**src/rtl/ppu_types_pkg.sv**
```systemverilog
// Shared PPU types: register file view, pixel colour, background fetcher
// states and VRAM base addresses for the tile map and tile data areas.
package ppu_types_pkg;

    localparam int unsigned FIFO_DEPTH = 8;

    typedef logic [1:0] gb_color_t;

    typedef struct packed {
        logic [7:0] lcdc;
        logic [7:0] scx;
        logic [7:0] scy;
        logic [7:0] ly;
    } ppu_regs_t;

    typedef enum logic [2:0] {
        IDLE     = 3'd0,
        TILE_NUM = 3'd1,
        DATA_LO  = 3'd2,
        DATA_HI  = 3'd3,
        PUSH     = 3'd4
    } fetch_state_t;

    localparam logic [15:0] MAP_BASE_LO        = 16'h9800;
    localparam logic [15:0] MAP_BASE_HI        = 16'h9C00;
    localparam logic [15:0] TILE_BASE_UNSIGNED = 16'h8000;
    localparam logic [15:0] TILE_BASE_SIGNED   = 16'h9000;

endpackage

```
**src/rtl/ppu_util_pkg.sv**
```systemverilog
// Pure helpers for the PPU. bg_fetch_addr returns the VRAM byte address the
// background fetcher reads in a given fetch state (map entry, tile low byte
// or tile high byte). All arithmetic is 16-bit and wraps.
package ppu_util_pkg;

    import ppu_types_pkg::*;

    function automatic logic [15:0] bg_fetch_addr(
        input fetch_state_t st,
        input ppu_regs_t    regs,
        input logic [7:0]   tile_num,
        input logic [15:0]  fetch_x,
        input logic [15:0]  map_width
    );
        logic [7:0]  y;
        logic [15:0] col;
        logic [15:0] base;
        logic [15:0] result;
        y = regs.ly + regs.scy;
        col = (16'(regs.scx[7:3]) + fetch_x) % map_width;
        if (st == TILE_NUM) begin
            base   = regs.lcdc[3] ? MAP_BASE_HI : MAP_BASE_LO;
            result = base + {6'b0, y[7:3], 5'b0} + col;
        end else begin
            // lcdc[4] selects unsigned 0x8000 indexing vs signed 0x9000 indexing
            if (regs.lcdc[4]) begin
                base = TILE_BASE_UNSIGNED + {4'b0, tile_num, 4'b0};
            end else begin
                base = TILE_BASE_SIGNED + {{4{tile_num[7]}}, tile_num, 4'b0};
            end
            result = base + {12'b0, y[2:0], (st == DATA_HI)};
        end
        return result;
    endfunction

endpackage

```
**src/rtl/bg_fetcher.sv**
```systemverilog
// Background tile fetcher: reads map entry, tile low byte and tile high byte
// from VRAM (2 dots each), then pushes 8 pixels into an empty pixel FIFO.
// Ports:
//   clk, reset_n     PPU dot clock, asynchronous active-low reset
//   active           high during pixel transfer; low forces IDLE
//   regs             lcdc/scx/scy/ly, sampled combinationally every dot
//   read_req/addr    VRAM read request and byte address
//   rdata            VRAM data, valid the dot after read_req
//   write_en         one-dot push of write_data (index 0 = leftmost pixel)
//   full/empty       pixel FIFO status
//   stall_cycles     (only with PPU_FETCH_PERF_EN) saturating count of dots
//                    spent waiting in PUSH; cleared on reset and active rising
module bg_fetcher
    import ppu_types_pkg::*;
    import ppu_util_pkg::*;
#(
    parameter int unsigned MAP_WIDTH_TILES = 32
) (
    input  logic                       clk,
    input  logic                       reset_n,
    input  logic                       active,
    input  ppu_regs_t                  regs,
    output logic                       read_req,
    output logic [15:0]                addr,
    input  logic [7:0]                 rdata,
    output logic                       write_en,
    output gb_color_t [FIFO_DEPTH-1:0] write_data,
    input  logic                       full,
    input  logic                       empty
`ifdef PPU_FETCH_PERF_EN
    ,
    output logic [15:0]                stall_cycles
`endif
);

    localparam int unsigned    FX_W    = (MAP_WIDTH_TILES > 1) ? $clog2(MAP_WIDTH_TILES) : 1;
    localparam logic [FX_W-1:0] FX_LAST = FX_W'(MAP_WIDTH_TILES - 1);
    localparam logic [15:0]    MAP_W16 = 16'(MAP_WIDTH_TILES);

    fetch_state_t    state, state_d;
    logic            phase, phase_d;
    logic [FX_W-1:0] fetch_x, fetch_x_d;
    logic [7:0]      tile_num, tile_num_d;
    logic [7:0]      lo, lo_d;
    logic [7:0]      hi, hi_d;
    logic            in_fetch;
    logic            push_ok;

    // lcdc bits and fine scroll bits this block has no use for
    logic unused_regs;
    assign unused_regs = ^{regs.lcdc[7:5], regs.lcdc[2:1], regs.scx[2:0]};

    // State register
    always_ff @(posedge clk or negedge reset_n) begin
        if (!reset_n) begin
            state    <= IDLE;
            phase    <= 1'b0;
            fetch_x  <= '0;
            tile_num <= '0;
            lo       <= '0;
            hi       <= '0;
        end else begin
            state    <= state_d;
            phase    <= phase_d;
            fetch_x  <= fetch_x_d;
            tile_num <= tile_num_d;
            lo       <= lo_d;
            hi       <= hi_d;
        end
    end

    // Next state and VRAM/FIFO handshake; phase 0 requests, phase 1 latches
    always_comb begin
        state_d    = state;
        phase_d    = phase;
        fetch_x_d  = fetch_x;
        tile_num_d = tile_num;
        lo_d       = lo;
        hi_d       = hi;

        in_fetch = (state == TILE_NUM) || (state == DATA_LO) || (state == DATA_HI);
        push_ok  = active && (state == PUSH) && empty && !full;
        read_req = active && in_fetch && !phase;
        write_en = push_ok;
        addr     = read_req ? bg_fetch_addr(state, regs, tile_num, 16'(fetch_x), MAP_W16) : 16'h0000;

        if (!active) begin
            state_d   = IDLE;
            phase_d   = 1'b0;
            fetch_x_d = '0;
        end else begin
            case (state)
                IDLE: begin
                    state_d = TILE_NUM;
                    phase_d = 1'b0;
                end
                TILE_NUM: begin
                    phase_d = ~phase;
                    if (phase) begin
                        tile_num_d = rdata;
                        state_d    = DATA_LO;
                    end
                end
                DATA_LO: begin
                    phase_d = ~phase;
                    if (phase) begin
                        lo_d    = rdata;
                        state_d = DATA_HI;
                    end
                end
                DATA_HI: begin
                    phase_d = ~phase;
                    if (phase) begin
                        hi_d    = rdata;
                        state_d = PUSH;
                    end
                end
                PUSH: begin
                    phase_d = 1'b0;
                    if (push_ok) begin
                        fetch_x_d = (fetch_x == FX_LAST) ? '0 : fetch_x + 1'b1;
                        state_d   = TILE_NUM;
                    end
                end
                default: begin
                    state_d = IDLE;
                    phase_d = 1'b0;
                end
            endcase
        end
    end

    // Pixel i takes bit (7-i) of each plane; BG disabled forces colour 0
    for (genvar g = 0; g < FIFO_DEPTH; g++) begin : g_pix
        assign write_data[g] = regs.lcdc[0] ? {hi[FIFO_DEPTH-1-g], lo[FIFO_DEPTH-1-g]} : 2'b00;
    end

`ifdef PPU_FETCH_PERF_EN
    logic active_q;

    // Saturating count of dots stuck in PUSH; restarts with each active window
    always_ff @(posedge clk or negedge reset_n) begin
        if (!reset_n) begin
            active_q     <= 1'b0;
            stall_cycles <= '0;
        end else begin
            active_q <= active;
            if (active && !active_q) begin
                stall_cycles <= '0;
            end else if (active && (state == PUSH) && !push_ok && (stall_cycles != 16'hFFFF)) begin
                stall_cycles <= stall_cycles + 16'd1;
            end
        end
    end
`endif

endmodule

```
**config.mk**
```make
export PLATFORM = sky130hd
export DESIGN_NAME = bg_fetcher
export DESIGN_NICKNAME = d
export VERILOG_FILES = /design/src/rtl/ppu_types_pkg.sv /design/src/rtl/ppu_util_pkg.sv /design/src/rtl/bg_fetcher.sv
export SDC_FILE = /design/constraint.sdc
export NUM_CORES = 1
export LEC_CHECK = 0
export ABC_AREA = 0
export BUFFER_PORTS_ARGS = -buffer_cell sky130_fd_sc_hd__buf_2
export CORE_MARGIN = 3
export CORE_UTILIZATION = 40
export CTS_CLUSTER_SIZE = 14
export DETAILED_ROUTE_END_ITERATION = 8
export GPL_TIMING_DRIVEN = 0
export HOLD_SLACK_MARGIN = 0.08
export PLACE_DENSITY_LB_ADDON = 0.12
export SETUP_SLACK_MARGIN = 0.15
export SYNTH_ARGS = -nofsm -noshare
export SYNTH_HDL_FRONTEND = slang
export SYNTH_SLANG_ARGS = --single-unit
```
**constraint.sdc**
```tcl
create_clock -name clk -period 1.8 [get_ports clk]
set_input_delay 0.27 -clock clk [delete_from_list [all_inputs] [get_ports clk]]
set_output_delay 0.27 -clock clk [all_outputs]
set_load 0.005 [all_outputs]
```
==> flow_summary.ini <==
[final_layout]
layout-drive-gt1-share = 0.541
final_cell_mix = 67 x buf_2, 32 x dfrtp_1, 24 x mux2_2, 20 x buf_4
nets = 373
area_delta_synth_final_pct = 47.3
final.fill_count = 410
finalInstanceArea_um2 = 3120
final_util = 0.634
multi_input_area_um2 = 1370
final_common_cell = buf_2
n_antenna_cell = 0
final_cells = 381
regArea_um2 = 827

[worst_setup_path]
start_kind = flip-flop
critical_path.endpoint_type = output port
cp.arrival_ps = 2100
worstPathRequired_ps = 1530
crit_fanout = 10
critPathKind = flip-flop to output port
ff2ff_setup_slack_ps = -90

[synth]
synth.top_cell.area_share = 0.391
async_flop_share = 1.00
syn_area_per_cell_um2 = 9.97
seq_area_frac_synth = 0.391
synth_seq_cells = 33
synth_cell_type_count = 41
synth_edf_count = 0
synth.largest_area_cell = dfrtp_1
ys_warn_count = 0
synth_top_flop_cell = dfrtp_1
synthTopCellsByArea = dfrtp_1 39%, mux2_2 13%, ha_1 7.7%
synth_area_um2 = 2110
syn-instance-count = 212

[hold_path]
hold_class = primary input to flip-flop

[sta]
clock.fmax_mhz = 423
final-setup-viol-count = 19
finalClockSkew_ps = 5.83
hold_viol_final = 0
period_share = 1.31
slew_viol_final = 0
rsz0062_at_grt = yes
tightest_slew_ps = 721
setup_ws_ps = -566
slew_headroom = 0.519
post-route-min-period_ps = 2370

[drt]
antenna_left = 0
first_pass_iters = 4
first_iter_violations = 47
avgViaCountPerCell = 5.01
routed_wl_um = 5020
drc_errors = 0
post_drt_wl_per_cell_um = 13.2
vias = 1907

[power]
max-vdd-ir-drop_uv = 518
p_comb_frac = 0.284
clkPwrFrac = 0.302
switching_share = 0.283
cell_internal_pwr_mw = 1.66
power_frac_seq = 0.414
switchingPower_mw = 0.658
p_leak_nw = 1.54
p_per_area_nw_per_um2 = 745
p_total_mw = 2.32

[cts]
cts_tree = built
clock-sinks = 33
clk_latency_ps = 290
cts_root_buffer = clkbuf_8
clk_pin_slew_ps = 70
cts_buffer_depth = 2
cts_buffers = 5
htree_levels = 2

[status]
violations = negative setup slack
status = finished, violations left

[floorplanning]
die_width_um = 78.7
coreArea_um2 = 4910
fp-row-count = 25
die_h_um = 78.7
die-area_um2 = 6190
start_util = 0.431
io_pins = 79

[place]
post_dp_cell_area_um2 = 2590
place_congestion = 0.799
numPlacedInstances = 348
portBuffers = 68
dp_hpwl_um = 3670
dpl_worst_slack_ps = -335

[global_routing]
grt.total_usage = 0.174
grt_first_pass_wirelength_um = 8580
grt_overflow = 0
grt_pass1_vias = 1794
grt_max_degree = 34
antenna_found_initial = 0

[job]
cap_viol_max_count = 0
-- metrics by stage --
step	hold slack [ps]	TNS [ps]
after floorplan	-25.6	-151
after global placement	382	-3010
after detailed placement	369	-3380
after CTS	235	-5840
after global routing	237	-7060
final	245	-5290
-- flip-flops by register name, summed over array words and instances, names as in the netlist --
name,count
state,3
phase,1
fetch_x,5
lo,8
hi,8
tile_num,8
-- worst max-delay path: stages, from the launching register on --
cell and delay, ps:
dfrtp_1 400, nand2b_4 170, or2_2 280, clkbuf_8 170
or3_1 310, or3_1 310, nand3_1 70, buf_2 110
-- cell type report --
class	count	share of cell area
inverter	4	0.00683
clock inverter	3	0.0149
sequential	33	0.265
clock buffer	5	0.0221
tap	67	0.0269
timing repair buffer	93	0.186
multi-input combinational	164	0.440
buffer	12	0.0382
-- synthesized netlist by cell type (2+ instances only) --
| cell | n |
|---|---|
| a211oi_1 | 6 |
| nand2b_1 | 2 |
| nor2_1 | 16 |
| buf_4 | 4 |
| dfrtp_1 | 33 |
| buf_2 | 2 |
| mux2_2 | 24 |
| ha_1 | 13 |
| a21boi_0 | 3 |
| and3_1 | 2 |
| xor2_1 | 3 |
| a21o_1 | 4 |
| fa_1 | 2 |
| nand2_1 | 17 |
| nand3_1 | 4 |
| or3_1 | 4 |
| inv_1 | 4 |
| and2_1 | 16 |
| a21boi_1 | 2 |
| xnor2_1 | 6 |
| o21ai_0 | 7 |
| nor3_1 | 4 |
| a31oi_1 | 2 |
| a21oi_1 | 11 |
| clkbuf_1 | 5 |
-- per-layer routing --
metal	up-vias	global-route usage	share of wire
met4	0	0.0402	0.0060
met3	4	0.0420	0.067
li1	946	-	-
met5	-	0	0
met1	897	0.248	0.47
met2	60	0.266	0.46
-- power by group through the flow --
stage	clock network (mW)	registers, mW	logic (mW)
2_1_floorplan	0	0.941	0.365
3_3_place_gp	0	0.970	0.539
3_5_place_dp	0	0.975	0.547
4_1_cts	0.717	0.965	0.638
5_1_grt	0.759	0.987	0.735
6_report	0.701	0.962	0.659
-- final timing paths --
check | start | end | depth (start not counted)
min in group asynchronous | reset_n | lo[0]$_DFFE_PN0P_ | 2
min reg2reg | lo[1]$_DFFE_PN0P_ | lo[1]$_DFFE_PN0P_ | 1
max in group asynchronous | reset_n | fetch_x[0]$_DFFE_PN0P_ | 2
max | state[2]$_DFFE_PN0P_ | addr[7] | 7
min | rdata[5] | tile_num[5]$_DFFE_PN0P_ | 2
max reg2reg | state[1]$_DFFE_PN0P_ | fetch_x[3]$_DFFE_PN0P_ | 7
-- cells by family (layout without fill, tap and decap cells) --
kind of cell	Yosys count	count (layout)	synth area share
AND/OR/NAND/NOR	75	75	0.188
buffers and inverters	16	117	0.0402
multiplexers	25	25	0.133
XOR/XNOR	9	9	0.0373
other	1	2	0.00177
AO/OA/AOI/OAI	38	38	0.114
flip-flops	33	33	0.391
adder cells (fa/ha/maj)	15	15	0.0959
-- what timing repair did --
item,in CTS,in global routing
hold buffers,1,0
pin swaps,17,7
hold endpoints to repair,33,0
endpoints found under the setup margin,35,38
resized for setup,35,15
gates cloned,1,0
setup buffers,19,4
Note: power is estimated with default switching activity, not from simulation.
